**src/rtl/add32_arbiter_seq_pkg.sv**
```systemverilog
// Shared definitions for the two-requester sequential 32-bit adder/subtractor.
package add32_arbiter_seq_pkg;

  localparam int DATA_W = 32;
  localparam int HALF_W = 16;

  typedef enum logic [1:0] {
    ST_IDLE = 2'd0,
    ST_LOW  = 2'd1,
    ST_HIGH = 2'd2,
    ST_DONE = 2'd3
  } state_t;

  typedef struct packed {
    logic valid;
    logic id;
  } grant_t;

  // A lone requester always wins; on a tie the round-robin pointer decides.
  function automatic grant_t pickGrant(input logic [1:0] valid, input logic ptr);
    grant_t g;
    g.valid = |valid;
    case (valid)
      2'b01:   g.id = 1'b0;
      2'b10:   g.id = 1'b1;
      2'b11:   g.id = ptr;
      default: g.id = 1'b0;
    endcase
    return g;
  endfunction

endpackage

```
**src/rtl/add32_arbiter_seq_cla16.sv**
```systemverilog
// 16-bit two-level carry-lookahead adder: 4-bit groups feeding a group-level lookahead unit.
module CLA_16bit_2level
  import add32_arbiter_seq_pkg::*;
(
  input  logic [HALF_W-1:0] i_a,
  input  logic [HALF_W-1:0] i_b,
  input  logic              i_cin,
  output logic [HALF_W-1:0] o_sum,
  output logic              o_cout
);

  logic [HALF_W-1:0] w_g;
  logic [HALF_W-1:0] w_p;
  logic [HALF_W-1:0] w_c;
  logic [3:0]        w_grpG;
  logic [3:0]        w_grpP;
  logic [3:0]        w_grpC;

  assign w_g = i_a & i_b;
  assign w_p = i_a ^ i_b;

  // First level: per-group generate/propagate and the carries inside each group.
  for (genvar k = 0; k < 4; k++) begin : gGroup
    localparam int B = 4 * k;
    assign w_grpG[k] = w_g[B+3]
                     | (w_p[B+3] & w_g[B+2])
                     | (w_p[B+3] & w_p[B+2] & w_g[B+1])
                     | (w_p[B+3] & w_p[B+2] & w_p[B+1] & w_g[B]);
    assign w_grpP[k] = &w_p[B+3:B];
    assign w_c[B]    = w_grpC[k];
    assign w_c[B+1]  = w_g[B] | (w_p[B] & w_grpC[k]);
    assign w_c[B+2]  = w_g[B+1]
                     | (w_p[B+1] & w_g[B])
                     | (w_p[B+1] & w_p[B] & w_grpC[k]);
    assign w_c[B+3]  = w_g[B+2]
                     | (w_p[B+2] & w_g[B+1])
                     | (w_p[B+2] & w_p[B+1] & w_g[B])
                     | (w_p[B+2] & w_p[B+1] & w_p[B] & w_grpC[k]);
  end

  // Second level: group carries computed directly from group G/P and the carry-in.
  assign w_grpC[0] = i_cin;
  assign w_grpC[1] = w_grpG[0] | (w_grpP[0] & i_cin);
  assign w_grpC[2] = w_grpG[1]
                   | (w_grpP[1] & w_grpG[0])
                   | (w_grpP[1] & w_grpP[0] & i_cin);
  assign w_grpC[3] = w_grpG[2]
                   | (w_grpP[2] & w_grpG[1])
                   | (w_grpP[2] & w_grpP[1] & w_grpG[0])
                   | (w_grpP[2] & w_grpP[1] & w_grpP[0] & i_cin);
  assign o_cout    = w_grpG[3]
                   | (w_grpP[3] & w_grpG[2])
                   | (w_grpP[3] & w_grpP[2] & w_grpG[1])
                   | (w_grpP[3] & w_grpP[2] & w_grpP[1] & w_grpG[0])
                   | (w_grpP[3] & w_grpP[2] & w_grpP[1] & w_grpP[0] & i_cin);

  assign o_sum = w_p ^ w_c;

endmodule

```
**src/rtl/add32_arbiter_seq.sv**
```systemverilog
// Two-requester round-robin front end for a 32-bit add/sub that reuses one 16-bit
// adder over two cycles (low half, then high half), holding the result until taken.
module add32_arbiter_seq
  import add32_arbiter_seq_pkg::*;
#(
  parameter bit RR_INIT = 1'b0
) (
  input  logic              clk,
  input  logic              reset_n,
  input  logic [1:0]        req_valid,
  output logic [1:0]        req_ready,
  input  logic [DATA_W-1:0] req_a0,
  input  logic [DATA_W-1:0] req_b0,
  input  logic [DATA_W-1:0] req_a1,
  input  logic [DATA_W-1:0] req_b1,
  input  logic [1:0]        req_sub,
  output logic              res_valid,
  input  logic              res_ready,
  output logic              res_id,
  output logic [DATA_W-1:0] res_sum,
  output logic              res_carry,
  output logic              res_ovf,
  output logic              busy
);

  state_t              r_state;
  logic                r_ptr;
  logic [DATA_W-1:0]   r_a;
  logic [DATA_W-1:0]   r_b;
  logic                r_sub;
  logic                r_id;
  logic [HALF_W-1:0]   r_lowSum;
  logic                r_lowCarry;
  logic [DATA_W-1:0]   r_resSum;
  logic                r_resCarry;
  logic                r_resOvf;
  logic                r_resId;
  logic                r_resValid;
  logic                r_busy;

  grant_t              w_grant;
  logic [DATA_W-1:0]   w_bEff;
  logic [HALF_W-1:0]   w_addA;
  logic [HALF_W-1:0]   w_addB;
  logic                w_addCin;
  logic [HALF_W-1:0]   w_addSum;
  logic                w_addCout;

  assign w_grant = pickGrant(req_valid, r_ptr);

  // The grant is only offered while idle and out of reset.
  assign req_ready = (reset_n && (r_state == ST_IDLE) && w_grant.valid)
                   ? (w_grant.id ? 2'b10 : 2'b01) : 2'b00;

  // Subtraction is A + ~B + 1; the +1 enters as the low-half carry-in.
  assign w_bEff = r_sub ? ~r_b : r_b;

  // Steer the latched operand halves into the shared adder according to the phase.
  always_comb begin
    w_addA   = '0;
    w_addB   = '0;
    w_addCin = 1'b0;
    case (r_state)
      ST_LOW: begin
        w_addA   = r_a[HALF_W-1:0];
        w_addB   = w_bEff[HALF_W-1:0];
        w_addCin = r_sub;
      end
      ST_HIGH: begin
        w_addA   = r_a[DATA_W-1:HALF_W];
        w_addB   = w_bEff[DATA_W-1:HALF_W];
        w_addCin = r_lowCarry;
      end
      default: begin
        w_addA   = '0;
        w_addB   = '0;
        w_addCin = 1'b0;
      end
    endcase
  end

  CLA_16bit_2level uAdder (
    .i_a    (w_addA),
    .i_b    (w_addB),
    .i_cin  (w_addCin),
    .o_sum  (w_addSum),
    .o_cout (w_addCout)
  );

  // Arbitration, two-phase addition and result hand-off; reset drops any in-flight work.
  always_ff @(posedge clk or negedge reset_n) begin
    if (!reset_n) begin
      r_state    <= ST_IDLE;
      r_ptr      <= RR_INIT;
      r_a        <= '0;
      r_b        <= '0;
      r_sub      <= 1'b0;
      r_id       <= 1'b0;
      r_lowSum   <= '0;
      r_lowCarry <= 1'b0;
      r_resSum   <= '0;
      r_resCarry <= 1'b0;
      r_resOvf   <= 1'b0;
      r_resId    <= 1'b0;
      r_resValid <= 1'b0;
      r_busy     <= 1'b0;
    end else begin
      case (r_state)
        ST_IDLE: begin
          if (w_grant.valid) begin
            r_a     <= w_grant.id ? req_a1 : req_a0;
            r_b     <= w_grant.id ? req_b1 : req_b0;
            r_sub   <= req_sub[w_grant.id];
            r_id    <= w_grant.id;
            r_ptr   <= ~w_grant.id;
            r_busy  <= 1'b1;
            r_state <= ST_LOW;
          end
        end
        ST_LOW: begin
          r_lowSum   <= w_addSum;
          r_lowCarry <= w_addCout;
          r_state    <= ST_HIGH;
        end
        ST_HIGH: begin
          r_resSum   <= {w_addSum, r_lowSum};
          r_resCarry <= w_addCout;
          r_resOvf   <= (r_a[DATA_W-1] == w_bEff[DATA_W-1]) &
                        (w_addSum[HALF_W-1] != r_a[DATA_W-1]);
          r_resId    <= r_id;
          r_resValid <= 1'b1;
          r_state    <= ST_DONE;
        end
        ST_DONE: begin
          if (res_ready) begin
            r_resValid <= 1'b0;
            r_busy     <= 1'b0;
            r_state    <= ST_IDLE;
          end
        end
        default: begin
          r_state <= ST_IDLE;
        end
      endcase
    end
  end

  assign res_valid = r_resValid;
  assign res_id    = r_resId;
  assign res_sum   = r_resSum;
  assign res_carry = r_resCarry;
  assign res_ovf   = r_resOvf;
  assign busy      = r_busy;

endmodule

```
**config.mk**
```make
export PLATFORM = sky130hd
export DESIGN_NAME = add32_arbiter_seq
export DESIGN_NICKNAME = d
export VERILOG_FILES = /design/src/rtl/add32_arbiter_seq_pkg.sv /design/src/rtl/add32_arbiter_seq_cla16.sv /design/src/rtl/add32_arbiter_seq.sv
export SDC_FILE = /design/constraint.sdc
export NUM_CORES = 1
export LEC_CHECK = 0
export ABC_AREA = 1
export CORE_MARGIN = 3
export CORE_UTILIZATION = 45
export DETAILED_ROUTE_END_ITERATION = 7
export PLACE_DENSITY_LB_ADDON = 0.12
export SLEW_MARGIN = 30
export SYNTH_ARGS = -nofsm -noshare
export SYNTH_HDL_FRONTEND = slang
export SYNTH_SLANG_ARGS = --single-unit
export TNS_END_PERCENT = 5
```
**constraint.sdc**
```tcl
create_clock -name clk -period 2.9 [get_ports clk]
set_clock_uncertainty 0.05 [all_clocks]
set_input_delay 0.725 -clock clk [delete_from_list [all_inputs] [get_ports clk]]
set_output_delay 0.725 -clock clk [all_outputs]
set_load 0.02 [all_outputs]
```
==> report_table.html <==
<table>
<tr><th>Metric</th><th>Value</th></tr>
<tr><th colspan="2">Logic synthesis</th></tr>
<tr><td>Synthesized Nets</td><td>1027</td></tr>
<tr><td>Main flop type after synthesis</td><td>sky130_fd_sc_hd__dfrtp_1</td></tr>
<tr><td>Synth warnings</td><td>0</td></tr>
<tr><td>EDFF count, synth</td><td>0</td></tr>
<tr><td>Post-synthesis register bit count</td><td>123</td></tr>
<tr><td>Synthesized-area fraction occupied by and/or/nand/nor cells</td><td>between 30% and 40%</td></tr>
<tr><td>Synth Area in XOR/XNOR</td><td>roughly 3.4%</td></tr>
<tr><td>Largest family of logic cells by synthesized area</td><td>simple AND/OR/NAND/NOR gates</td></tr>
<tr><td>Share of flip-flops with an asynchronous set or reset after synthesis</td><td>100%</td></tr>
<tr><td>Count of mapped cells out of synthesis</td><td>866</td></tr>
<tr><td>Combined area of all synthesized cells</td><td>0.00685 mm2</td></tr>
<tr><td>Cell type contributing the most total cell area after synthesis</td><td>sky130_fd_sc_hd__dfrtp_1</td></tr>
<tr><td>Share of the yosys chip area belonging to registers</td><td>44.9%</td></tr>
<tr><td>Yosys top cell area share</td><td>44.9%</td></tr>
<tr><td>Post-synthesis area per instance</td><td>7.91 um2</td></tr>
<tr><td>Synth Area in Compound Gates</td><td>8.53%</td></tr>
<tr><td>Yosys cell types</td><td>33</td></tr>
<tr><td>Leading cell types by total area after synthesis</td><td>sky130_fd_sc_hd__dfrtp_1 45%, sky130_fd_sc_hd__nand2_1 14%, sky130_fd_sc_hd__nand3_1 10%, sky130_fd_sc_hd__nand4_1 5.5%, sky130_fd_sc_hd__ha_1 4.0%</td></tr>
<tr><td>Fraction of synthesized area in multiplexers</td><td>0%</td></tr>
<tr><td>Adder-Cell Fraction of Synth Area</td><td>5.19%</td></tr>
<tr><th colspan="2">Setup path</th></tr>
<tr><td>Worst-case register-to-register setup slack</td><td>0.2 ps</td></tr>
<tr><td>CP dominant cell by count</td><td>sky130_fd_sc_hd__inv_2</td></tr>
<tr><td>Worst endpoint required time</td><td>3190 ps</td></tr>
<tr><td>Cells traversed along the worst timing path</td><td>inv_2 -&gt; buf_6 -&gt; ha_4 -&gt; inv_6 -&gt; clkbuf_16 -&gt; a21oi_2 -&gt; ha_1 -&gt; nand2_1 -&gt; nor2_2 -&gt; nand3_1 -&gt; nand2_2 -&gt; inv_2 -&gt; o21bai_4 -&gt; inv_2 -&gt; fa_2 -&gt; xor2_2 -&gt; o21ai_0</td></tr>
<tr><td>Worst r2r path cells</td><td>17</td></tr>
<tr><td>Buffers and inverters on the worst path</td><td>6</td></tr>
<tr><td>Type of element launching the critical path</td><td>register</td></tr>
<tr><td>Type of the worst setup path</td><td>reg -&gt; reg</td></tr>
<tr><td>Category of the worst setup path capture point</td><td>register</td></tr>
<tr><td>CP top delay family</td><td>adder cells</td></tr>
<tr><td>Worst path arrival time</td><td>3190 ps</td></tr>
<tr><td>Biggest fanout along the worst timing path</td><td>5</td></tr>
<tr><td>Slowest stage delay, CP</td><td>400 ps</td></tr>
<tr><td>Worst-path cell with the longest stage delay</td><td>sky130_fd_sc_hd__dfrtp_1</td></tr>
<tr><td>Worst reg2reg path startpoint</td><td>r_state[0]</td></tr>
<tr><td>Reg2reg end</td><td>r_lowSum[9]</td></tr>
<tr><th colspan="2">Timing</th></tr>
<tr><td>Summed negative setup slack over all endpoints</td><td>0 ps</td></tr>
<tr><td>Slew @ Worst Pin</td><td>752 ps</td></tr>
<tr><td>Min setup slack post-route</td><td>0.247 ps</td></tr>
<tr><td>Setup-violating endpoint count in the final report</td><td>0</td></tr>
<tr><td>Worst slew margin</td><td>49.8%</td></tr>
<tr><td>Final hold violation count</td><td>0</td></tr>
<tr><td>Post-Route Hold Slack</td><td>361 ps</td></tr>
<tr><td>Final Max Slew Viols</td><td>0</td></tr>
<tr><td>Final clock period utilization by the worst path</td><td>100%</td></tr>
<tr><td>RSZ-0062 raised after global routing</td><td>true</td></tr>
<tr><td>Upper clock frequency limit</td><td>345 MHz</td></tr>
<tr><td>Shortest period the worst path allows</td><td>2900 ps</td></tr>
<tr><th colspan="2">Global routing</th></tr>
<tr><td>Number of global-route vias before repair</td><td>6427</td></tr>
<tr><td>Largest net degree at the start of global routing</td><td>72</td></tr>
<tr><td>Most used routing layer</td><td>met2</td></tr>
<tr><td>GRT Resource Usage Total</td><td>24.1%</td></tr>
<tr><td>Number of antenna violations at the first check in global routing</td><td>1</td></tr>
<tr><td>Global-route met3 utilization</td><td>5.94%</td></tr>
<tr><td>Met1 Resource Use GR</td><td>33.6%</td></tr>
<tr><td>Overflow after GRT</td><td>0</td></tr>
<tr><td>Global Route met2 Usage</td><td>37.6%</td></tr>
<tr><td>Wire length of the first global-routing pass</td><td>32200 um</td></tr>
<tr><th colspan="2">Placed design</th></tr>
<tr><td>Half-perimeter wire length after placement</td><td>14100 um</td></tr>
<tr><td>Post-placement cell area</td><td>0.00900 mm2</td></tr>
<tr><td>Placement Setup Slack</td><td>-123 ps</td></tr>
<tr><td>Count of input and output buffers</td><td>173</td></tr>
<tr><td>Cell count after placement</td><td>1207</td></tr>
<tr><td>Gpl congestion</td><td>0.907</td></tr>
<tr><th colspan="2">Job</th></tr>
<tr><td>Max-capacitance violation count</td><td>0</td></tr>
<tr><th colspan="2">Detailed routing</th></tr>
<tr><td>Detailed-routing iteration count for the pre-antenna-repair pass</td><td>5</td></tr>
<tr><td>Routed wire length</td><td>21000 um</td></tr>
<tr><td>Number of vias in the routed layout</td><td>between 6000 and 7000</td></tr>
<tr><td>Remaining routing DRC violations</td><td>0</td></tr>
<tr><td>Per-cell routed wire length</td><td>16.7 um</td></tr>
<tr><td>Final antenna-violating net count</td><td>0</td></tr>
<tr><td>1st-iter DRT viols</td><td>491</td></tr>
<tr><td>Via density</td><td>5.47</td></tr>
<tr><th colspan="2">CTS</th></tr>
<tr><td>CTS tree</td><td>built</td></tr>
<tr><td>Number of clock sinks</td><td>123</td></tr>
<tr><td>Clock root buffer master</td><td>sky130_fd_sc_hd__clkbuf_16</td></tr>
<tr><td>Hold buffer count at CTS</td><td>0</td></tr>
<tr><td>Clock-pin transition on the worst setup and hold timing paths</td><td>~60 ps</td></tr>
<tr><td>Worst-skew pair later-pin latency</td><td>420 ps</td></tr>
<tr><td>Number of CTS-inserted buffers</td><td>17</td></tr>
<tr><td>Number of buffers between clock root and the deepest sink</td><td>2</td></tr>
<tr><td>Clock H-tree levels</td><td>4</td></tr>
<tr><th colspan="2">Final layout</th></tr>
<tr><td>Final core occ</td><td>68.5%</td></tr>
<tr><td>Most frequent cells in the layout</td><td>239 x sky130_fd_sc_hd__nand2_1, 169 x sky130_fd_sc_hd__clkdlybuf4s50_1, 138 x sky130_fd_sc_hd__nand3_1</td></tr>
<tr><td>Area used by sequential logic in the layout</td><td>between 0.003 and 0.004 mm2</td></tr>
<tr><td>Fin nets</td><td>1224</td></tr>
<tr><td>Most common cell after layout, fill and taps aside</td><td>sky130_fd_sc_hd__nand2_1</td></tr>
<tr><td>Area Overhead vs Synth</td><td>47.0%</td></tr>
<tr><td>Finished Layout Cells</td><td>~1300</td></tr>
<tr><td>Area used by multi-input combinational logic</td><td>0.00366 mm2</td></tr>
<tr><td>Share of layout cells above drive strength 1</td><td>between 10% and 20%</td></tr>
<tr><td>Final instance area</td><td>around 0.010 mm2</td></tr>
<tr><td>Number of antenna repair diodes</td><td>0</td></tr>
<tr><td>Number of fill cells in the layout</td><td>1205</td></tr>
<tr><th colspan="2">Power</th></tr>
<tr><td>Maximum vdd ir drop</td><td>approximately 560 uV</td></tr>
<tr><td>PnR Total Power</td><td>11.6 mW</td></tr>
<tr><td>Power Dens Cells</td><td>1150 mW/mm2</td></tr>
<tr><td>Leakage power total</td><td>4.63 nW</td></tr>
<tr><th colspan="2">Floorplanning</th></tr>
<tr><td>Number of cell rows</td><td>44</td></tr>
<tr><td>Die width</td><td>129 um</td></tr>
<tr><td>Top-level I/O count</td><td>174</td></tr>
<tr><td>DIE HEIGHT</td><td>129 um</td></tr>
<tr><td>Die Outline Area</td><td>0.0167 mm2</td></tr>
<tr><td>Placeable Area</td><td>between 0.01 and 0.015 mm2</td></tr>
<tr><td>Effective utilization at floorplan</td><td>a little under half</td></tr>
<tr><th colspan="2">Run status</th></tr>
<tr><td>Outcome</td><td>completed</td></tr>
<tr><th colspan="2">Hold path</th></tr>
<tr><td>Class of the tightest hold or removal check</td><td>in -&gt; async</td></tr>
</table>
-- cells by family (layout without fill, tap and decap cells) --
kind of cell,Yosys count,count (layout)
flops,123,123
xor+xnor,26,26
buf+inv,107,316
compound gates,107,107
simple gates,477,477
fa+ha+maj,26,26
-- layout make-up --
| cell class | instances | area share (%) |
|---|---|---|
| Multi-Input combinational cell | 636 | 36.3 |
| Clock inverter | 9 | 0.720 |
| Inverter | 41 | 1.73 |
| Timing Repair Buffer | 244 | 23.8 |
| Clock buffer | 22 | 4.61 |
| Sequential cell | 123 | 30.6 |
| Tap cell | 184 | 2.29 |
-- worst max-delay path by stage --
stage,startpoint,to,slack [ps],depth (start not counted)
after global placement,req_valid[0],req_ready[0],-70,6
after global routing,r_state[0],r_lowSum[9],-100,17
after detailed placement,r_state[1],res_sum[25],-120,16
final,r_state[0],r_lowSum[9],0.2,17
after CTS,r_state[0],res_sum[29],-50,17
after floorplan,r_state[0],r_lowSum[9],-20,19
-- sequential cells by signal, indices dropped and copies added (netlist names) --
| name | flops |
|---|---|
| busy | 1 |
| res_sum | 32 |
| r_lowSum | 16 |
| r_id | 1 |
| res_ovf | 1 |
| r_a | 32 |
| r_ptr | 1 |
| res_valid | 1 |
| r_state | 2 |
| r_sub | 1 |
| r_b | 32 |
| r_lowCarry | 1 |
| res_id | 1 |
| res_carry | 1 |
-- worst register-to-register path: stages (launching register included) --
cell and delay (ps):
sky130_fd_sc_hd__dfrtp_1 400, sky130_fd_sc_hd__inv_2 120, sky130_fd_sc_hd__buf_6 110, sky130_fd_sc_hd__ha_4 200, sky130_fd_sc_hd__inv_6 90, sky130_fd_sc_hd__clkbuf_16 160, sky130_fd_sc_hd__a21oi_2 50, sky130_fd_sc_hd__ha_1 300
sky130_fd_sc_hd__nand2_1 90, sky130_fd_sc_hd__nor2_2 140, sky130_fd_sc_hd__nand3_1 100, sky130_fd_sc_hd__nand2_2 120, sky130_fd_sc_hd__inv_2 60, sky130_fd_sc_hd__o21bai_4 130, sky130_fd_sc_hd__inv_2 50, sky130_fd_sc_hd__fa_2 350
sky130_fd_sc_hd__xor2_2 180, sky130_fd_sc_hd__o21ai_0 130
-- per-layer routing --
metal / wire [um] / up-vias
met1: 9260 / 3321
met4: 294 / 2
met2: 10200 / 214
li1: - / 3326
met3: 1250 / 26
met5: 8 / -
-- synthesized netlist by cell type (5+ instances only) --
master / n
sky130_fd_sc_hd__nor2_1: 11
sky130_fd_sc_hd__o21ai_1: 5
sky130_fd_sc_hd__xor2_1: 19
sky130_fd_sc_hd__nand4_1: 60
sky130_fd_sc_hd__dfrtp_1: 123
sky130_fd_sc_hd__xnor2_1: 6
sky130_fd_sc_hd__a21oi_1: 52
sky130_fd_sc_hd__nand2_2: 9
sky130_fd_sc_hd__inv_1: 38
sky130_fd_sc_hd__nand2_1: 251
sky130_fd_sc_hd__ha_1: 22
sky130_fd_sc_hd__nand3_1: 139
sky130_fd_sc_hd__o221ai_1: 5
sky130_fd_sc_hd__o21ai_0: 34
sky130_fd_sc_hd__buf_2: 13
sky130_fd_sc_hd__clkbuf_1: 50
-- power breakdown --
part	switching, mW	internal (mW)	total [mW]
combinational	3.67	2.93	6.60
sequential	0.544	2.48	3.02
clock	0.738	1.20	1.94
total	4.95	6.62	11.6
-- timing repair --
action / in CTS / in global routing
pin swaps: 1 / 44
gates cloned: 0 / 2
setup buffers: 0 / 20
resized for setup: 8 / 97
setup endpoints to repair: 14 / 25
Power figures use the tool's default switching activity.
